===== config.mk =====
export PLATFORM = sky130hd
export DESIGN_NAME = spike_vote_classifier_flat
export DESIGN_NICKNAME = d
export VERILOG_FILES = /design/src/rtl/spike_vote_classifier_if.sv /design/src/rtl/spike_vote_classifier.sv /design/src/flat_wrapper.sv
export SDC_FILE = /design/constraint.sdc
export NUM_CORES = 1
export LEC_CHECK = 0
export CAP_MARGIN = 20
export CORE_MARGIN = 4
export CORE_UTILIZATION = 55
export DETAILED_ROUTE_END_ITERATION = 8
export HOLD_SLACK_MARGIN = 0.06
export PLACE_DENSITY = 0.83
export SLEW_MARGIN = 20
export SYNTH_ARGS = -nofsm -noshare
export SYNTH_HDL_FRONTEND = slang
export SYNTH_SLANG_ARGS = --single-unit

===== constraint.sdc =====
create_clock -name clk -period 9.81 [get_ports clk]
set_input_delay 1.962 -clock clk [delete_from_list [all_inputs] [get_ports clk]]
set_output_delay 1.962 -clock clk [all_outputs]
set_load 0.02 [all_outputs]

===== src/rtl/spike_vote_classifier_if.sv =====
// Result handshake between the spike vote classifier and its host-side consumer.
// The classifier drives class/count/valid; the consumer answers with ready.
interface spike_vote_classifier_if #(
    parameter int COUNT_WIDTH = 8
);
    logic [3:0]             result_class;
    logic [COUNT_WIDTH-1:0] result_count;
    logic                   result_valid;
    logic                   result_ready;

    modport master (
        output result_class,
        output result_count,
        output result_valid,
        input  result_ready
    );

    modport slave (
        input  result_class,
        input  result_count,
        input  result_valid,
        output result_ready
    );
endinterface


===== src/rtl/spike_vote_classifier.sv =====
// Tallies grid output spikes per class (index % NUM_CLASSES) over one frame of ticks,
// then scans the tallies for the winning class and offers it over a valid/ready handshake.
module spike_vote_classifier #(
    parameter int NUM_OUTPUTS     = 250,
    parameter int NUM_CLASSES     = 10,
    parameter int COUNT_WIDTH     = 8,
    parameter int TICKS_PER_FRAME = 16
) (
    input  logic                            clk,
    input  logic                            reset_n,
    input  logic                            frame_start,
    input  logic                            tick,
    input  logic [7:0]                      packet_out,
    input  logic                            packet_out_valid,
    spike_vote_classifier_if.master         res,
    output logic                            busy,
    output logic                            index_error,
    output logic                            drop_error
);
    localparam int CLS_W  = $clog2(NUM_CLASSES + 1);
    localparam int TICK_W = $clog2(TICKS_PER_FRAME + 1);

    typedef enum logic [1:0] {IDLE, ACCUM, ARGMAX, RESULT} state_t;

    state_t                 state_reg, state_next;
    logic [TICK_W-1:0]      tick_cnt_reg;
    logic [CLS_W-1:0]       scan_idx_reg;
    logic [COUNT_WIDTH-1:0] rd_cnt_reg;
    logic [COUNT_WIDTH-1:0] best_cnt_reg;
    logic [3:0]             best_class_reg;
    logic                   index_error_reg;
    logic                   drop_error_reg;
    logic [COUNT_WIDTH-1:0] counter_reg [NUM_CLASSES];

    logic       frame_close;
    logic       spike_in_range;
    logic       spike_ok;
    logic [7:0] spike_class;

    assign frame_close    = (state_reg == ACCUM) && tick &&
                            (tick_cnt_reg == TICK_W'(TICKS_PER_FRAME));
    assign spike_in_range = int'(packet_out) < NUM_OUTPUTS;
    assign spike_ok       = (state_reg == ACCUM) && packet_out_valid && spike_in_range;
    assign spike_class    = 8'(int'(packet_out) % NUM_CLASSES);

    // One saturating vote counter per class; cleared when a frame is armed.
    generate
        for (genvar gi = 0; gi < NUM_CLASSES; gi++) begin : g_counter
            always_ff @(posedge clk) begin
                if (!reset_n) begin
                    counter_reg[gi] <= '0;
                end else if (state_reg == IDLE && frame_start) begin
                    counter_reg[gi] <= '0;
                end else if (spike_ok && spike_class == 8'(gi) && counter_reg[gi] != '1) begin
                    counter_reg[gi] <= counter_reg[gi] + 1'b1;
                end
            end
        end
    endgenerate

    always_comb begin
        state_next = state_reg;
        case (state_reg)
            IDLE:    if (frame_start) state_next = ACCUM;
            ACCUM:   if (frame_close) state_next = ARGMAX;
            ARGMAX:  if (scan_idx_reg == CLS_W'(NUM_CLASSES)) state_next = RESULT;
            RESULT:  if (res.result_ready) state_next = IDLE;
            default: state_next = IDLE;
        endcase
    end

    // The scan reads one counter per cycle into rd_cnt_reg and compares it on the
    // following cycle, so the comparison trails scan_idx_reg by one class.
    always_ff @(posedge clk) begin
        if (!reset_n) begin
            state_reg       <= IDLE;
            tick_cnt_reg    <= '0;
            scan_idx_reg    <= '0;
            rd_cnt_reg      <= '0;
            best_cnt_reg    <= '0;
            best_class_reg  <= '0;
            index_error_reg <= 1'b0;
            drop_error_reg  <= 1'b0;
        end else begin
            state_reg <= state_next;
            case (state_reg)
                IDLE: begin
                    if (frame_start) tick_cnt_reg <= '0;
                end
                ACCUM: begin
                    if (frame_close) begin
                        scan_idx_reg   <= '0;
                        best_cnt_reg   <= '0;
                        best_class_reg <= '0;
                    end else if (tick) begin
                        tick_cnt_reg <= tick_cnt_reg + 1'b1;
                    end
                end
                ARGMAX: begin
                    if (scan_idx_reg < CLS_W'(NUM_CLASSES)) begin
                        rd_cnt_reg   <= counter_reg[scan_idx_reg];
                        scan_idx_reg <= scan_idx_reg + 1'b1;
                    end
                    // Strict compare keeps the lowest class index on a tie.
                    if (scan_idx_reg != '0 && rd_cnt_reg > best_cnt_reg) begin
                        best_cnt_reg   <= rd_cnt_reg;
                        best_class_reg <= 4'(scan_idx_reg - CLS_W'(1));
                    end
                end
                default: ;
            endcase
            if (packet_out_valid && state_reg == ACCUM && !spike_in_range) index_error_reg <= 1'b1;
            if (packet_out_valid && state_reg != ACCUM) drop_error_reg <= 1'b1;
        end
    end

    assign busy             = (state_reg != IDLE);
    assign index_error      = index_error_reg;
    assign drop_error       = drop_error_reg;
    assign res.result_valid = (state_reg == RESULT);
    assign res.result_class = best_class_reg;
    assign res.result_count = best_cnt_reg;
endmodule


===== src/flat_wrapper.sv =====
// flat-port wrapper written by rule: the top's interface ports become plain ports
module spike_vote_classifier_flat 
#(
    parameter int NUM_OUTPUTS     = 250,
    parameter int NUM_CLASSES     = 10,
    parameter int COUNT_WIDTH     = 8,
    parameter int TICKS_PER_FRAME = 16
)
  (clk, reset_n, frame_start, tick, packet_out, packet_out_valid, busy, index_error, drop_error, res_result_class, res_result_count, res_result_valid, res_result_ready);
  spike_vote_classifier_if #(.COUNT_WIDTH(COUNT_WIDTH)) res_i ();
  input  logic clk;
  input  logic reset_n;
  input  logic frame_start;
  input  logic tick;
  input  logic [7:0] packet_out;
  input  logic packet_out_valid;
  output logic busy;
  output logic index_error;
  output logic drop_error;
  output wire logic [$bits(res_i.result_class)-1:0] res_result_class;
  output wire logic [$bits(res_i.result_count)-1:0] res_result_count;
  output wire logic [$bits(res_i.result_valid)-1:0] res_result_valid;
  input wire logic [$bits(res_i.result_ready)-1:0] res_result_ready;
  assign res_result_class = res_i.result_class;
  assign res_result_count = res_i.result_count;
  assign res_result_valid = res_i.result_valid;
  assign res_i.result_ready = res_result_ready;
  spike_vote_classifier #(.NUM_OUTPUTS(NUM_OUTPUTS), .NUM_CLASSES(NUM_CLASSES), .COUNT_WIDTH(COUNT_WIDTH), .TICKS_PER_FRAME(TICKS_PER_FRAME)) u_core (.clk(clk), .reset_n(reset_n), .frame_start(frame_start), .tick(tick), .packet_out(packet_out), .packet_out_valid(packet_out_valid), .res(res_i), .busy(busy), .index_error(index_error), .drop_error(drop_error));
endmodule

==> impl_results.md, run 1 <==
* Async SR Flop Fraction at 0%
* Crit path cell chain: clkdlybuf4s50_1 -> nor2_1 -> inv_1 -> ha_1 -> nand3b_1 -> nand2_1 -> a221o_1 -> a2bb2oi_1 -> buf_4 -> o21ai_1 -> o211ai_1 -> nor4b_2 -> nand3_2 -> o21ai_0
* Detail Placement HPWL at around 12000 um
* Final ANT Viol Nets at 0
* CP Max Fanout at 29
* Reg power frac at a little under two fifths
* Via density per instance at between 6 and 7
* Worst path max stage delay at ~0.93 ns
* Clk Latency, worst-skew pair at around 0.42 ns
* Post-CTS setup buffers at 0
* Final core occ at between 60% and 70%
* Max Cap Viol at 0
* Max-slew violations at 0
* DIE WIDTH at around 130 um
* Number of buffers and inverters on the critical path at 3
* Run status: complete, no violations
* Final setup viols at 0
* Post-synthesis cell count at about 800
* Hold Vio Cnt, Final at 0
* Hold crit path type: register to register
* Worst Tran Pin Value at between 1 and 1.5 ns
* Placed Area at around 0.0082 sq mm
* Synth top area share at between 30% and 40%
* Drt wl/cell at 18.21 um
* FF-to-FF path depth at 8
* Crit path DAT at ~7.3 ns
* Pwr dens at just over 200 mW/mm^2
* CTS tree: yes
* Internal power at approximately 1200 uW
* First-pass GRT wire length at 29580 um
* Syn-to-layout area delta at 12.41%
* Distinct cells, synth at 82
* Post-synthesis sequential area ratio at 38.80%
* Min-Delay Path Depth at 2
* I/O Buffers at 29
* Die area at between 0.015 and 0.02 sq mm
* Total GRT Usage at a little under a quarter
* Combinational fraction of design power at about a quarter
* Critical path required time at 9.85 ns
* Leakage dissipation at 0.002913 uW
* Leading area contributor after synthesis: edfxtp_1
* Syn Area/Cell at about 10 sq um
* Antenna diodes at 0
* Max Clock Freq at about 140 MHz
* Drt initial violations at 605
* Chip height at about 130 um
* GR Overflow Total at 0
* Clk buf depth at 2
* Peak VDD IR at ~0.14 mV
* Post-Route Setup TNS at 0 ns
* CP top delay family: simple AND/OR/NAND/NOR gates
* Largest cells by area after synthesis: edfxtp_1 30%, dfxtp_1 8.4%, ha_1 4.6%, mux4_2 4.6%, xor2_1 3.9%
* Remaining DRCs at 0
* Count leader, synth: edfxtp_1
* Multi-input gate area at between 0.004 and 0.005 sq mm
* Layout cells sized above 1 at 12.25%
* Vias at between 6000 and 7000
* Net switching power at approximately 580 uW
* Synth Register Bits at 113
* Initial antenna violation count at 0
* Clk pwr share at 37.0%
* Nets at roughly 840
* Sw frac at 32.48%
* Core Area at between 0.01 and 0.015 sq mm
* Startpoint types: input port
* Commonest cells post-synth: 80 x edfxtp_1, 53 x nor3_1, 51 x nand3_1, 42 x nor2b_1, 35 x xor2_1
* Total power draw at between 1500 and 2000 uW
* Ys Warns at 0
* GPL Wtd Cong at 0.9313
* Crit path depth at 14
* Rel. slew slack at around 28%
* Clock transition at path regs at about 0.060 ns
* Register area at approximately 0.0031 sq mm
* Hold slack at 0.4640 ns
* Total wire length at between 15000 and 20000 um
* Vias in the first global route at 5852
* Setup crit end kind: register
* Syn_nets at ~830
* Initial Util at between 50% and 60%
* RSZ-0062 raised after global routing: no
* Final non-filler cell area at 0.008874 sq mm
* CP max-delay cell: o21ai_0
* Syn Std Cell Area at 0.007894 sq mm
* H-tree depth at 4
* TritonCTS Sinks at around 110
* Row count at between 40 and 50
* CTS Buf Count at 17
* EDFF count, synth at 80
* Min Tclk post-route at about 7.3 ns
* Drt pass-1 iters at 5
* CTS resizes at 0
* FILL cells at approximately 1100
* Max reg flops at 80
* Clk_skew at 0.006333 ns
* Clk root buf: clkbuf_16
* Largest net degree at the start of global routing at 37
* Synth Flop Type: edfxtp_1
* CP Class: input port to register
* # IOs at 30
* CTS Hold Bufs at 0
* Crit share post-route at 74.48%
## cell type report
type,instances,area share [%]
inverters,33,1.396
clock buffers,18,4.836
well taps,180,2.538
flip-flops and latches,113,34.52
clock inverters,14,2.186
multi-input cells,595,50.52
repair buffers,35,4.005
## stage by stage
stage / worst slack (ns) / cells
after floorplan: 3.950 / 785
after global placement: 2.255 / 955
after detailed placement: 2.120 / 955
after CTS: 2.544 / 987
after global routing: 2.154 / 988
final: 2.503 / 988
## layout by cell type (no fill, tap or decap), types with 20 or more instances in the layout
| cell type | Yosys | layout |
|---|---|---|
| edfxtp_1 | 80 | 80 |
| a21oi_1 | 26 | 26 |
| a211oi_1 | 20 | 20 |
| clkdlybuf4s50_1 | 0 | 29 |
| and3_1 | 32 | 32 |
| nor2b_1 | 42 | 42 |
| xnor2_1 | 32 | 32 |
| nor2_1 | 24 | 24 |
| nand3_1 | 51 | 51 |
| nor3_1 | 53 | 53 |
| nand2_1 | 29 | 29 |
| inv_1 | 32 | 32 |
| dfxtp_1 | 33 | 33 |
| ha_1 | 29 | 29 |
| nor4_1 | 24 | 24 |
| xor2_1 | 35 | 35 |
## power groups by stage
stage | clock network [uW] | logic [uW] | registers (uW)
6_report | 662 | 446 | 683
5_1_grt | 692 | 492 | 691
4_1_cts | 669 | 437 | 680
3_5_place_dp | 0 | 430 | 688
3_3_place_gp | 0 | 424 | 685
2_1_floorplan | 0 | 348 | 659
## cell families after synthesis
kind of cell	after synthesis	share of synthesized area (%)
AND/OR/NAND/NOR	323	24.41
AO/OA/AOI/OAI	149	14.20
flip-flops	113	38.80
buffers and inverters	77	4.533
adder cells (fa/ha/maj)	29	4.597
multiplexers	27	6.023
XOR/XNOR	67	7.434
## tightest hold or removal path: stages (launching register included)
cell	delay (ns)
dfxtp_1	0.30
nand2_1	0.04
a21boi_0	0.06
## path summary, 6_finish.rpt
| path | start | end | slack [ns] |
|---|---|---|---|
| worst min register to register | u_core.res.result_class[3] | u_core.res.result_class[3] | 0.46 |
| worst max-delay path | packet_out[6] | u_core.counter_reg[9][4] | 2.50 |
| worst max register to register | u_core.state_reg[0] | u_core.counter_reg[9][4] | 5.90 |
| worst min-delay path | u_core.res.result_class[3] | u_core.res.result_class[3] | 0.46 |
## layer usage
metal | routed length (um) | GRT usage [%] | share of wire, % | up-vias
li1 | - | - | - | 3017
met1 | 7738 | 29.85 | 43 | 2990
met2 | 8588 | 36.11 | 48 | 259
met3 | 1235 | 5.667 | 6.9 | 35
met4 | 429 | 7.865 | 2.4 | 0
met5 | 0 | 0 | 0 | -
(Power assumes the default switching activity.)
==> run 2: changes to the inputs <==
clock period = 6.9 ns   (was 9.81 ns; I/O delays follow)
==> impl_results.md, run 2 (synthesis results as in run 1) <==
* Reg power frac at 39.5% (was 38.1%)
* FILL cells at 1073 (was 1071)
* Clk pwr share at 34.3% (was 37.0%)
* Peak VDD IR at 0.1905 mV (was 0.1418 mV)
* Initial Util at 56.43% (unchanged)
* Nets at 849 (was 838)
* Pwr dens at 276.6 mW/mm^2 (was 201.9 mW/mm^2)
* Rel. slew slack at 34.00% (was 28.37%)
* CTS tree: yes (unchanged)
* Total wire length at 18280 um (was 17990 um)
* Vias at 6470 (was 6301)
* Sw frac at 33.33% (was 32.48%)
* # IOs at 30 (unchanged)
* Max Clock Freq at around 170 MHz
* Final non-filler cell area at 0.008895 sq mm (was 0.008874 sq mm)
* Crit path cell chain: clkdlybuf4s50_1 -> nor2_1 -> inv_1 -> ha_1 -> nand2b_1 -> o21a_1 -> a221o_1 -> a2bb2oi_1 -> buf_4 -> o21ai_1 -> a2111oi_4 -> nor4_2 -> a31oi_4 -> buf_4 -> o31ai_2 (was clkdlybuf4s50_1 -> nor2_1 -> inv_1 -> ha_1 -> nand3b_1 -> nand2_1 -> a221o_1 -> a2bb2oi_1 -> buf_4 -> o21ai_1 -> o211ai_1 -> nor4b_2 -> nand3_2 -> o21ai_0)
* RSZ-0062 raised after global routing: no (unchanged)
* Most frequent cells in the layout: 80 x edfxtp_1, 53 x nor3_1, 51 x nand3_1 (unchanged)
* Via density per instance at 6.476 (was 6.378)
* Layout cells sized above 1 at 13.43% (was 12.25%)
* Internal power at 1640 uW (was 1210 uW)
* CP Max Fanout at 19 (was 29)
* Final ANT Viol Nets at 0 (unchanged)
* Clk_skew at 0.01261 ns (was 0.006333 ns)
* DIE WIDTH at 127.8 um (unchanged)
* Critical path required time at 6.93 ns (was 9.85 ns)
* GR Overflow Total at 0 (unchanged)
* CTS Buf Count at 17 (unchanged)
* I/O Buffers at 29 (unchanged)
* Total GRT Usage at 22.92% (was 22.55%)
* Drt wl/cell at 18.30 um (was 18.21 um)
* Max Cap Viol at 0 (unchanged)
* Die area at 0.01633 sq mm (unchanged)
* Drt initial violations at 492 (was 605)
* Max reg flops at 80 (unchanged)
* R2R Path Start: u_core.state_reg[0] (unchanged)
* CTS Hold Bufs at 0 (unchanged)
* First-pass GRT wire length at 30240 um (was 29580 um)
* HP Start: u_core.res.result_class[3] (unchanged)
* Worst r2r dst: u_core.counter_reg[7][7] (was u_core.counter_reg[9][4])
* Worst path max stage delay at 0.70 ns (was 0.93 ns)
* Row count at 43 (unchanged)
* Post-Route Setup TNS at 0 ns (unchanged)
* Clk Latency, worst-skew pair at 0.42 ns (about the same)
* Final setup viols at 0 (unchanged)
* Clk root buf: clkbuf_16 (unchanged)
* CP Class: input port to register (unchanged)
* Total power draw at 2461 uW (was 1791 uW)
* Largest net degree at the start of global routing at 33 (was 37)
* Most used cell along the critical path: buf_4
* Non-Filler Instances at 999 (was 988)
* Syn-to-layout area delta at 12.68% (was 12.41%)
* Worst setup startpoint: packet_out[6] (unchanged)
* Vias in the first global route at 6049 (was 5852)
* Antenna diodes at 0 (unchanged)
* Chip height at 127.8 um (unchanged)
* Core Area at 0.01399 sq mm (unchanged)
* Hold crit path type: register to register (unchanged)
* Reg-to-reg setup timing slack at 3.43 ns (was 5.90 ns)
* Crit path DAT at 5.85 ns (was 7.34 ns)
* CTS resizes at 0 (unchanged)
* Multi-input gate area at 0.004483 sq mm (unchanged)
* Placed Area at 0.008303 sq mm (was 0.008213 sq mm)
* FF-to-FF path depth at 9 (was 8)
* Worst Tran Pin Value at 0.9854 ns (was 1.063 ns)
* TritonCTS Sinks at 113 (unchanged)
* H-tree depth at 4 (unchanged)
* Min-Delay Path Depth at 2 (unchanged)
* Net switching power at 820.2 uW (was 581.8 uW)
* Run status: complete, no violations (unchanged)
* Max-slew violations at 0 (unchanged)
* Hold Vio Cnt, Final at 0 (unchanged)
* Drt pass-1 iters at 5 (unchanged)
* Most common cell after layout, fill and taps aside: edfxtp_1 (unchanged)
* Min Tclk post-route at 5.814 ns
* Cells after DPL at 967 (was 955)
* Post-CTS setup buffers at 0 (unchanged)
* CP max-delay cell: o31ai_2 (was o21ai_0)
* Remaining DRCs at 0 (unchanged)
* Combinational fraction of design power at 26.2% (was 24.9%)
* GPL Wtd Cong at 0.9361 (was 0.9313)
* Clk buf depth at 2 (unchanged)
* Detail Placement HPWL at 12840 um (was 12210 um)
* Crit share post-route at approximately 84%
* Register area at 0.003063 sq mm (unchanged)
* Startpoint types: input port (unchanged)
* Setup crit end kind: register (unchanged)
* Worst hold path endpoint: u_core.res.result_class[3] (unchanged)
* Initial antenna violation count at 0 (unchanged)
* Leakage dissipation at 0.002939 uW (was 0.002913 uW)
* Clock transition at path regs at 0.05 ns (was 0.06 ns)
run 2: changes by cell type in the layout (fill, tap and decap cells not counted):
cell	delta
clkinv_2	-2
bufinv_16	-5
clkbuf_1	+4
clkinv_1	-4
buf_16	-1
clkbuf_16	+2
clkbuf_8	+5
buf_4	+12
run 2: critical path: cells and delay by family:
kind | cells | cell delay, ns
AO/OA/AOI/OAI | 7 | 2.09
adder cells (fa/ha/maj) | 1 | 0.44
buffers and inverters | 4 | 1.04
AND/OR/NAND/NOR | 3 | 0.90
run 2: power by group through the flow:
stage               combinational (uW)  clock (uW)  sequential (uW)
finish                             644         845              972
global route                       701         886              985
CTS                                636         853              968
detailed placement                 628           0              980
global placement                   616           0              975
floorplan                          495           0              937
run 2: how the worst max path moves through the flow:
stage	end	slack [ns]	cells after the start
after floorplan	u_core.counter_reg[2][0]	1.62	15
after global placement	u_core.counter_reg[2][2]	0.77	15
after detailed placement	u_core.counter_reg[2][0]	0.64	15
after CTS	u_core.counter_reg[2][7]	1.05	15
after global routing	u_core.counter_reg[6][6]	0.74	14
final	u_core.counter_reg[7][7]	1.09	15
run 2: routing by layer:
| metal | GRT usage, % | routed length [um] |
|---|---|---|
| met5 | 0 | 0 |
| met4 | 10.17 | 546 |
| met3 | 5.250 | 1447 |
| met2 | 37.40 | 8630 |
| met1 | 29.11 | 7656 |
run 2: area by class of cell:
type,count,area share (%)
clock buffers,29,6.330
inverters,33,1.393
well taps,180,2.532
clock inverters,3,0.2110
flip-flops and latches,113,34.44
repair buffers,46,4.698
multi-input cells,595,50.40
run 2: per-stage QoR:
step | util, % | setup slack (ns) | hold slack [ns]
6_report | 63.59 | 1.086 | 0.4596
5_1_grt | 63.59 | 0.7400 | 0.5186
4_1_cts | 63.52 | 1.050 | 0.4697
3_5_place_dp | 59.36 | 0.6438 | 0.4638
3_3_place_gp | 59.36 | 0.7670 | 0.4492
2_1_floorplan | - | 1.622 | 0.4790
